### config.mk
export PLATFORM = sky130hd
export DESIGN_NAME = sal_bank_fsm_flat
export DESIGN_NICKNAME = d
export VERILOG_FILES = /design/src/rtl/sal_bank_pkg.sv /design/src/rtl/sal_bank_fsm_if.sv /design/src/rtl/sal_sat_down_counter.sv /design/src/rtl/sal_bank_fsm.sv /design/src/flat_wrapper.sv
export SDC_FILE = /design/constraint.sdc
export NUM_CORES = 1
export LEC_CHECK = 0
export CORE_ASPECT_RATIO = 1.25
export CORE_MARGIN = 4
export CORE_UTILIZATION = 29
export DETAILED_ROUTE_END_ITERATION = 10
export PLACE_DENSITY = 0.56
export SYNTH_ARGS = -nofsm -noshare
export SYNTH_HDL_FRONTEND = slang
export SYNTH_HIERARCHICAL = 1
export SYNTH_SLANG_ARGS = --single-unit
### constraint.sdc
create_clock -name clk -period 7.51 [get_ports clk]
set_clock_uncertainty 0.05 [all_clocks]
set_input_delay 1.502 -clock clk [delete_from_list [all_inputs] [get_ports clk]]
set_output_delay 1.502 -clock clk [all_outputs]
set_load 0.01 [all_outputs]
### src/rtl/sal_bank_pkg.sv
// Shared types and helpers for the per-bank DRAM state tracker.
package sal_bank_pkg;

  localparam int unsigned TW_DEF    = 8;
  localparam int unsigned ROW_W_DEF = 14;
  localparam int unsigned MAX_W     = 32;

  typedef enum logic [2:0] {
    ST_IDLE,
    ST_ACTIVATING,
    ST_ACTIVE,
    ST_PRECHARGING,
    ST_REFRESHING
  } bank_state_t;

  // Unsigned maximum; equal operands return either one.
  function automatic logic [MAX_W-1:0] max_tw(input logic [MAX_W-1:0] a,
                                             input logic [MAX_W-1:0] b);
    return (a >= b) ? a : b;
  endfunction

endpackage

### src/rtl/sal_bank_fsm_if.sv
// Scheduler <-> bank command and status bundle.
interface sal_bank_fsm_if
  import sal_bank_pkg::*;
#(
  parameter int unsigned ROW_W = ROW_W_DEF
) ();

  logic             act_i;
  logic             rd_i;
  logic             wr_i;
  logic             pre_i;
  logic             ref_i;
  logic [ROW_W-1:0] row_i;
  logic             act_ok_o;
  logic             rdwr_ok_o;
  logic             pre_ok_o;
  logic             ref_ok_o;
  logic             row_hit_o;
  logic [ROW_W-1:0] open_row_o;
  logic             err_o;

  modport master (
    output act_i, rd_i, wr_i, pre_i, ref_i, row_i,
    input  act_ok_o, rdwr_ok_o, pre_ok_o, ref_ok_o, row_hit_o, open_row_o, err_o
  );

  modport slave (
    input  act_i, rd_i, wr_i, pre_i, ref_i, row_i,
    output act_ok_o, rdwr_ok_o, pre_ok_o, ref_ok_o, row_hit_o, open_row_o, err_o
  );

endinterface

### src/rtl/sal_sat_down_counter.sv
// Loadable down counter that holds at zero instead of wrapping.
module sal_sat_down_counter #(
  parameter int unsigned TW = 8
) (
  input  logic          clk,
  input  logic          rst,
  input  logic          load,
  input  logic [TW-1:0] load_val,
  output logic [TW-1:0] count,
  output logic          is_zero
);

  always_ff @(posedge clk) begin
    if (rst) begin
      count <= '0;
    end else if (load) begin
      count <= load_val;
    end else if (count != '0) begin
      count <= count - TW'(1);
    end
  end

  assign is_zero = (count == '0);

endmodule

### src/rtl/sal_bank_fsm.sv
// One DRAM bank: state, open row and bank-level timing gate for the scheduler.
module sal_bank_fsm
  import sal_bank_pkg::*;
#(
  parameter int unsigned TW    = TW_DEF,
  parameter int unsigned ROW_W = ROW_W_DEF
) (
  input  logic          clk,
  input  logic          rst,
  input  logic [TW-1:0] t_rcd_m1,
  input  logic [TW-1:0] t_rp_m1,
  input  logic [TW-1:0] t_ras_m1,
  input  logic [TW-1:0] t_rfc_m1,
  input  logic [TW-1:0] t_rtp_m1,
  input  logic [TW-1:0] t_wtp_m1,
  sal_bank_fsm_if.slave bus
);

  bank_state_t      state, state_nxt;
  logic [ROW_W-1:0] open_row_q, open_row_nxt;
  logic             err_q, err_nxt;

  logic             main_load, pre_load;
  logic [TW-1:0]    main_val, pre_val, main_cnt, pre_cnt, pre_dec, turn_m1;
  logic             main_zero, pre_zero, main_last;
  logic             act_ok, rdwr_ok, pre_ok, ref_ok;
  logic [4:0]       cmd;
  logic             legal;

  sal_sat_down_counter #(.TW(TW)) u_main_cnt (
    .clk(clk), .rst(rst), .load(main_load), .load_val(main_val),
    .count(main_cnt), .is_zero(main_zero)
  );

  sal_sat_down_counter #(.TW(TW)) u_pre_cnt (
    .clk(clk), .rst(rst), .load(pre_load), .load_val(pre_val),
    .count(pre_cnt), .is_zero(pre_zero)
  );

  assign act_ok  = (state == ST_IDLE);
  assign ref_ok  = (state == ST_IDLE);
  assign rdwr_ok = (state == ST_ACTIVE);
  assign pre_ok  = (state == ST_ACTIVE) && pre_zero;

  assign cmd     = {bus.act_i, bus.rd_i, bus.wr_i, bus.pre_i, bus.ref_i};
  assign legal   = $onehot(cmd) &&
                   ((bus.act_i && act_ok) || ((bus.rd_i || bus.wr_i) && rdwr_ok) ||
                    (bus.pre_i && pre_ok) || (bus.ref_i && ref_ok));

  // Leave a timed state on the edge where main_cnt reaches zero, so an
  // *_m1 of 0 frees the dependent command on the very next cycle.
  assign main_last = main_zero || (main_cnt == TW'(1));
  assign pre_dec   = pre_zero ? '0 : pre_cnt - TW'(1);
  assign turn_m1   = bus.rd_i ? t_rtp_m1 : t_wtp_m1;

  always_ff @(posedge clk) begin
    if (rst) begin
      state      <= ST_IDLE;
      open_row_q <= '0;
      err_q      <= 1'b0;
    end else begin
      state      <= state_nxt;
      open_row_q <= open_row_nxt;
      err_q      <= err_nxt;
    end
  end

  always_comb begin
    state_nxt    = state;
    open_row_nxt = open_row_q;
    err_nxt      = (cmd != '0) && !legal;
    main_load    = 1'b0;
    main_val     = t_rcd_m1;
    pre_load     = 1'b0;
    pre_val      = t_ras_m1;

    case (state)
      ST_IDLE: begin
        if (legal && bus.act_i) begin
          open_row_nxt = bus.row_i;
          main_load    = 1'b1;
          pre_load     = 1'b1;
          state_nxt    = (t_rcd_m1 == '0) ? ST_ACTIVE : ST_ACTIVATING;
        end else if (legal && bus.ref_i) begin
          main_load = 1'b1;
          main_val  = t_rfc_m1;
          state_nxt = (t_rfc_m1 == '0) ? ST_IDLE : ST_REFRESHING;
        end
      end
      ST_ACTIVATING: begin
        if (main_last) state_nxt = ST_ACTIVE;
      end
      ST_ACTIVE: begin
        if (legal && (bus.rd_i || bus.wr_i)) begin
          pre_load = 1'b1;
          pre_val  = TW'(max_tw(MAX_W'(pre_dec), MAX_W'(turn_m1)));
        end else if (legal && bus.pre_i) begin
          main_load = 1'b1;
          main_val  = t_rp_m1;
          state_nxt = (t_rp_m1 == '0) ? ST_IDLE : ST_PRECHARGING;
        end
      end
      ST_PRECHARGING, ST_REFRESHING: begin
        if (main_last) state_nxt = ST_IDLE;
      end
      default: state_nxt = ST_IDLE;
    endcase
  end

  assign bus.act_ok_o   = act_ok;
  assign bus.ref_ok_o   = ref_ok;
  assign bus.rdwr_ok_o  = rdwr_ok;
  assign bus.pre_ok_o   = pre_ok;
  assign bus.row_hit_o  = (state == ST_ACTIVE) && (open_row_q == bus.row_i);
  assign bus.open_row_o = open_row_q;
  assign bus.err_o      = err_q;

endmodule
### src/flat_wrapper.sv
// flat-port wrapper written by rule: the top's interface ports become plain ports
module sal_bank_fsm_flat import sal_bank_pkg::*;
#(
  parameter int unsigned TW    = TW_DEF,
  parameter int unsigned ROW_W = ROW_W_DEF
)
  (clk, rst, t_rcd_m1, t_rp_m1, t_ras_m1, t_rfc_m1, t_rtp_m1, t_wtp_m1, bus_act_i, bus_rd_i, bus_wr_i, bus_pre_i, bus_ref_i, bus_row_i, bus_act_ok_o, bus_rdwr_ok_o, bus_pre_ok_o, bus_ref_ok_o, bus_row_hit_o, bus_open_row_o, bus_err_o);
  sal_bank_fsm_if #(.ROW_W(ROW_W)) bus_i ();
  input  logic clk;
  input  logic rst;
  input  logic [TW-1:0] t_rcd_m1;
  input  logic [TW-1:0] t_rp_m1;
  input  logic [TW-1:0] t_ras_m1;
  input  logic [TW-1:0] t_rfc_m1;
  input  logic [TW-1:0] t_rtp_m1;
  input  logic [TW-1:0] t_wtp_m1;
  input wire logic [$bits(bus_i.act_i)-1:0] bus_act_i;
  input wire logic [$bits(bus_i.rd_i)-1:0] bus_rd_i;
  input wire logic [$bits(bus_i.wr_i)-1:0] bus_wr_i;
  input wire logic [$bits(bus_i.pre_i)-1:0] bus_pre_i;
  input wire logic [$bits(bus_i.ref_i)-1:0] bus_ref_i;
  input wire logic [$bits(bus_i.row_i)-1:0] bus_row_i;
  output wire logic [$bits(bus_i.act_ok_o)-1:0] bus_act_ok_o;
  output wire logic [$bits(bus_i.rdwr_ok_o)-1:0] bus_rdwr_ok_o;
  output wire logic [$bits(bus_i.pre_ok_o)-1:0] bus_pre_ok_o;
  output wire logic [$bits(bus_i.ref_ok_o)-1:0] bus_ref_ok_o;
  output wire logic [$bits(bus_i.row_hit_o)-1:0] bus_row_hit_o;
  output wire logic [$bits(bus_i.open_row_o)-1:0] bus_open_row_o;
  output wire logic [$bits(bus_i.err_o)-1:0] bus_err_o;
  assign bus_i.act_i = bus_act_i;
  assign bus_i.rd_i = bus_rd_i;
  assign bus_i.wr_i = bus_wr_i;
  assign bus_i.pre_i = bus_pre_i;
  assign bus_i.ref_i = bus_ref_i;
  assign bus_i.row_i = bus_row_i;
  assign bus_act_ok_o = bus_i.act_ok_o;
  assign bus_rdwr_ok_o = bus_i.rdwr_ok_o;
  assign bus_pre_ok_o = bus_i.pre_ok_o;
  assign bus_ref_ok_o = bus_i.ref_ok_o;
  assign bus_row_hit_o = bus_i.row_hit_o;
  assign bus_open_row_o = bus_i.open_row_o;
  assign bus_err_o = bus_i.err_o;
  sal_bank_fsm #(.TW(TW), .ROW_W(ROW_W)) u_core (.clk(clk), .rst(rst), .t_rcd_m1(t_rcd_m1), .t_rp_m1(t_rp_m1), .t_ras_m1(t_ras_m1), .t_rfc_m1(t_rfc_m1), .t_rtp_m1(t_rtp_m1), .t_wtp_m1(t_wtp_m1), .bus(bus_i));
endmodule
## Word-level counts from Yosys, hierarchy flattened

Cells that the tools add are included.

| storage, ports and cells | value |
|---|---|
| register bits after elaboration | 34 |
| input port bits | 69 |
| output and inout port bits | 20 |
| logic and storage cells | 88 |

| cells by class | value |
|---|---|
| add/sub/neg operators | 6 |
| $lt $le $gt $ge | 1 |
| equality and inequality tests | 12 |
| mux-type cells | 32 |
| reductions and logical operators | 32 |

Operators by type and width:

| cell | count |
|---|---|
| 2-to-1 mux 8 bit | 13 |
| logical NOT 8 bit | 5 |
| 2-to-1 mux 3 bit | 7 |
| case mux 8 bit (2 select lines) | 1 |
| nonzero test 8 bit | 2 |
| subtractor 8 x 1 -> 8 bit, second input constant | 2 |
| equality test 14 bit | 1 |
| logical AND 1 bit | 12 |
| case mux 3 bit (4 select lines) | 1 |
| equality test 8 x 1 -> 1 bit, second input constant | 1 |
| >= comparator 8 bit | 1 |
| equality test 3 x 1 -> 1 bit, second input constant | 2 |
| equality test 3 x 2 -> 1 bit, second input constant | 2 |
| 2-to-1 mux 1 bit | 6 |
| logical OR 1 bit | 5 |
| AND reduction 5 bit | 1 |
| nonzero test 5 bit | 1 |
| adder 1 x 1 -> 2 bit | 2 |
| 2-to-1 mux 2 bit | 2 |
| != test 2 x 1 -> 1 bit, second input constant | 2 |
| != test 2 bit, second input constant | 2 |
| case mux 1 bit (2 select lines) | 2 |
| nonzero test 2 bit | 2 |
| adder 3 x 1 -> 3 bit | 1 |
| 7 further kinds | 7 |

## Longest topological paths before layout

| depth | value |
|---|---|
| depth in word-level cells | 11 |
| gate-level depth with buffers | 17 |
| depth with buffers taken out | 16 |

## By module

Netlist, hierarchy kept.

Modules (own cells, without submodules):

| module | instances | cells an instance | area each (um^2) | sequential area each (um^2) |
|---|---|---|---|---|
| sal_bank_fsm | 1 | 264 | 1855.5 | 360.3 |
| sal_sat_down_counter | 2 | 53 | 475.5 | 160.2 |

## Worst setup path after synthesis

OpenSTA, ideal clock, no wires.

| timing path | value |
|---|---|
| path kind | input -> register |
| from | input bus_act_i |
| to | register u_core.u_pre_cnt.count[0] |
| library setup time | 0.130 ns |
| arrival time | 4.451 ns |
| data required time | 7.330 ns |
| slack | 2.879 ns |
| stages on the path | 14 |
| path buffers | 3 |
| cell sequence | clkbuf_1 -> inv_1 -> fa_1 -> fa_1 -> inv_1 -> ha_1 -> or3_4 -> or3_4 -> buf_6 -> nand2_1 -> clkbuf_1 -> nor3_1 -> nand2_1 -> o211ai_2 |

| on the way | value |
|---|---|
| word-level cells in the longest chain between the ends | 9 |
| elaborated cells between the ends (all ways) | 16 |
| classes of those cells | add/sub: 1; eq/ne: 1; mux: 6; reduce/logical: 8 |

Ends and longest elaborated chain:

| what | RTL line | text |
|---|---|---|
| start: declaration | flat_wrapper.sv:17 | `input wire logic [$bits(bus_i.act_i)-1:0] bus_act_i;` |
| parallel branches: the longest is 7 deep, another holds adder 3 x 1 -> 3 bit | n/a |  |
| case mux 1 bit (2 select lines) * | sal_bank_fsm.sv:77 | `case (state)` |
| via u_core.pre_load | sal_bank_fsm.sv:23 | `logic main_load, pre_load;` |
| 2-to-1 mux 8 bit / nonzero test 2 bit (equally long branches) | n/a |  |
| end signal: assignment | sal_sat_down_counter.sv:17 | `count <= load_val;` |
| end signal: assignment | sal_sat_down_counter.sv:19 | `count <= count - TW'(1);` |
| end: declaration | sal_sat_down_counter.sv:9 | `output logic [TW-1:0] count,` |

Mark *: on every way through the listed nets, which the timed path passes.
A chain may end at the register's enable or synchronous reset.

## Worst setup path in the final report

| timing path | value |
|---|---|
| from | input bus_rd_i |
| to | register u_core.u_pre_cnt.count[4] |

| on the way | value |
|---|---|
| word-level cells in the longest chain between the ends | 10 |
| elaborated cells between the ends (all ways) | 22 |
| classes of those cells | add/sub: 3; order compare: 1; eq/ne: 1; mux: 8; reduce/logical: 9 |

Ends and longest elaborated chain:

| what | RTL line | text |
|---|---|---|
| start: declaration | flat_wrapper.sv:18 | `input wire logic [$bits(bus_i.rd_i)-1:0] bus_rd_i;` |
| parallel branches: the longest is 8 deep, another holds adder 3 bit | n/a |  |
| case mux 1 bit (2 select lines) * | sal_bank_fsm.sv:77 |  |
| via u_core.pre_load | sal_bank_fsm.sv:23 |  |
| 2-to-1 mux 8 bit / nonzero test 2 bit (equally long branches) | n/a |  |

Marked as above.

==> reports/metrics.cfg <==
[clock_tree]
clk_pin_slew_ns=0.05
ctsRootBufferMaster=clkbuf_16
post_cts_buffers=0
cts_max_level=2
hold_buffers=0
cts_tree=done
clkSinkCount=34
cts_resized=0
cts_buffers=5
clk_path_buf_depth=2
clock_latency_ns=0.27

[worst_setup_path]
max_stage_delay_ns=0.81
crit_buf_inv=3
endpoint_kind=flip-flop
cp_slowest_cell=clkdlybuf4s50_1
critical_path.cell_chain=clkdlybuf4s50_1 > inv_1 > fa_1 > fa_1 > inv_1 > ha_1 > nor3_1 > nand3_1 > nand2_1 > or2_2 > o32ai_1
critPathTopFamily=simple AND/OR/NAND/NOR gates
cp.arrival_ns=5.50
path_class=input port to flip-flop
cp.required_ns=7.57
crit_fanout=16
startpoint_type=input port

[yosys]
synthArstFlopShare_pct=0
synthesis.area_um2=2806
synth_warnings=6
yosys.area.top_type=dfxtp_1
ys_seq_elements=34
synth_nets=453
synth_cell_types=53
ys_top_cells_by_area=dfxtp_1 (24%), nand2_1 (9.4%), xnor2_1 (5.6%)
ys.flop_type=dfxtp_1
syn_area_per_cell_um2=7.585
netlist.area_leader.share_pct=24.25
synthCells=370
synth_seq_area_share_pct=24.25
synth_edf_count=0

[final_layout]
drive_above_1_share_pct=5.817
utilization_pct=42.23
nets=530
fill_cells=937
regArea_um2=680.7
final_cell_area_um2=3915
multiInputGateArea_um2=1959
syn2layout_area_growth_pct=39.50
diodes=0

[drt]
wl_met2_mm=4.620
routed.top_layer=met4
route.antenna.remaining_nets=0
viasPerCell=5.047
totalWireLength_mm=8.245
drt-pass1-iter-count=4
wirelength_met1_mm=3.195
post_drt_wl_per_cell_um=14.46
drc=0
drt_iter0_drc=106
wl_met3_um=338
dr_total_vias=2877

[run]
max_cap_violations=0

[placed_design]
io_buffers=88
placed_area_um2=3746
place_congestion=0.7966
place_hpwl_mm=6.601

[grt]
grt_max_degree=41
grt_pass1_wl_mm=13.51
grt_pass1_vias=2932
grt_remaining_overflow=0
grt_usage_pct=14.61
antenna_found_initial=0

[timing]
final_hold_viol_count=0
worst_pin_slew_ns=1.007
fmax_mhz=183.7
grt_setup_unrepaired=no
fin_crit_sh_pct=72.47
whs_ns=0.4317
drv_slew=0
setup_tns_ns=0
period_needed_ns=5.443
slew_headroom_pct=32.88
setup_viol=0

[power_and_ir_drop]
cellPowerDensity_nw_per_um2=302.4
internal_power_mw=0.6933
netSwitchingPower_mw=0.4904
p_comb_share_pct=54.7
seqPwrFrac_pct=25.4
p_clk_share_pct=19.9
power.leakage_nw=1.464
vdd_drop_max_v=0.0001111
switching_share_pct=41.43

[floorplanning]
core.rowCount=39
die_w_um=95.99
fp.dieArea_um2=11330
start_util_pct=30.27
fp.dieH_um=118.0
top_level_ports=89
core-area_um2=9271

[outcome]
outcome=completed

[hold_path]
holdCritPathClass=flip-flop to flip-flop

[logic make-up after synthesis]
group | after synthesis | synth area share (%)
simple gates | 166 | 31.25
compound gates | 82 | 19.39
buf+inv | 36 | 5.930
flops | 34 | 24.25
xor+xnor | 27 | 8.426
fa+ha+maj | 14 | 6.777
mux | 11 | 3.968
[layout make-up]
type                    count  share of cell area (%)
multi-input cells         300                   50.05
clock inverters             1                  0.7670
repair buffers             89                   22.69
inverters                  17                   1.630
clock buffers               6                   3.547
flip-flops and latches     34                   17.39
well taps                 123                   3.931
[flip-flops by register name, summed over array words and instances, names as in the netlist]
signal,flops
u_core/bus.err_o,1
u_core/bus.open_row_o,14
u_core/state,3
u_core/u_main_cnt/count,8
u_core/u_pre_cnt/count,8
[per-stage QoR]
step	setup WS [ns]	power, mW	std cells
floorplan	2.879	0.7926	370
global placement	1.957	0.9404	563
detailed placement	1.737	0.9520	563
CTS	2.047	1.193	570
global route	1.739	1.296	570
finish	2.067	1.184	570
[per-layer routing]
layer / global-route usage, % / up-vias
li1: - / 1476
met1: 15.58 / 1342
met2: 28.47 / 53
met3: 2.430 / 6
met4: 3.470 / 0
met5: 0 / -
[placed cells by master (no fill, tap or decap), drive strengths merged, types with 3 or more instances in the layout]
cell / n
a22oi: 9
xnor2: 18
inv: 17
nand4: 3
a21oi: 26
ha: 12
clkbuf: 6
and3: 3
xor2: 9
or2: 3
nor4: 12
nor2b: 5
a211oi: 4
nor3: 17
o21a: 4
nand3: 14
o32ai: 9
nand2: 70
or3: 6
o21ai: 16
dfxtp: 34
clkdlybuf4s50: 88
nor2: 18
mux2i: 10
[synth_stat cells, types with 4 or more instances]
library cell  number
a211oi_1           4
a21oi_1           26
a22oi_1            9
buf_2              4
clkbuf_1          10
dfxtp_1           34
ha_1              12
inv_1             17
mux2i_1           10
nand2_1           70
nand3_1           14
nor2_1            18
nor2b_1            5
nor3_1            14
nor4_1            10
o21a_1             4
o21ai_0           15
o32ai_1            9
or3_1              4
xnor2_1           18
xor2_1             9
[power by group through the flow]
stage	Clock [mW]	Sequential, mW	Combinational (mW)
after floorplan	0	0.288	0.505
after global placement	0	0.304	0.636
after detailed placement	0	0.304	0.648
after CTS	0.239	0.301	0.652
after global routing	0.250	0.310	0.736
final	0.235	0.301	0.648
[worst register-to-register path: cells and delay by family, from the launching register on]
kind / cells / cell delay (ns)
buffers and inverters: 1 / 0.09
AOI/OAI and AO/OA: 7 / 1.73
DFF: 1 / 0.41
and+or+nand+nor: 4 / 1.27
adders and majority gates: 1 / 0.35
[final timing paths]
check                       startpoint                        end  slack, ns  depth (start not counted)
min reg2reg   u_core/bus.open_row_o[1]   u_core/bus.open_row_o[1]       0.43                          2
max reg2reg  u_core/u_pre_cnt/count[3]  u_core/u_pre_cnt/count[1]       3.49                         13
min           u_core/bus.open_row_o[1]   u_core/bus.open_row_o[1]       0.43                          2
max                           bus_rd_i  u_core/u_pre_cnt/count[4]       2.07                         11
Power figures use the tool's default switching activity.
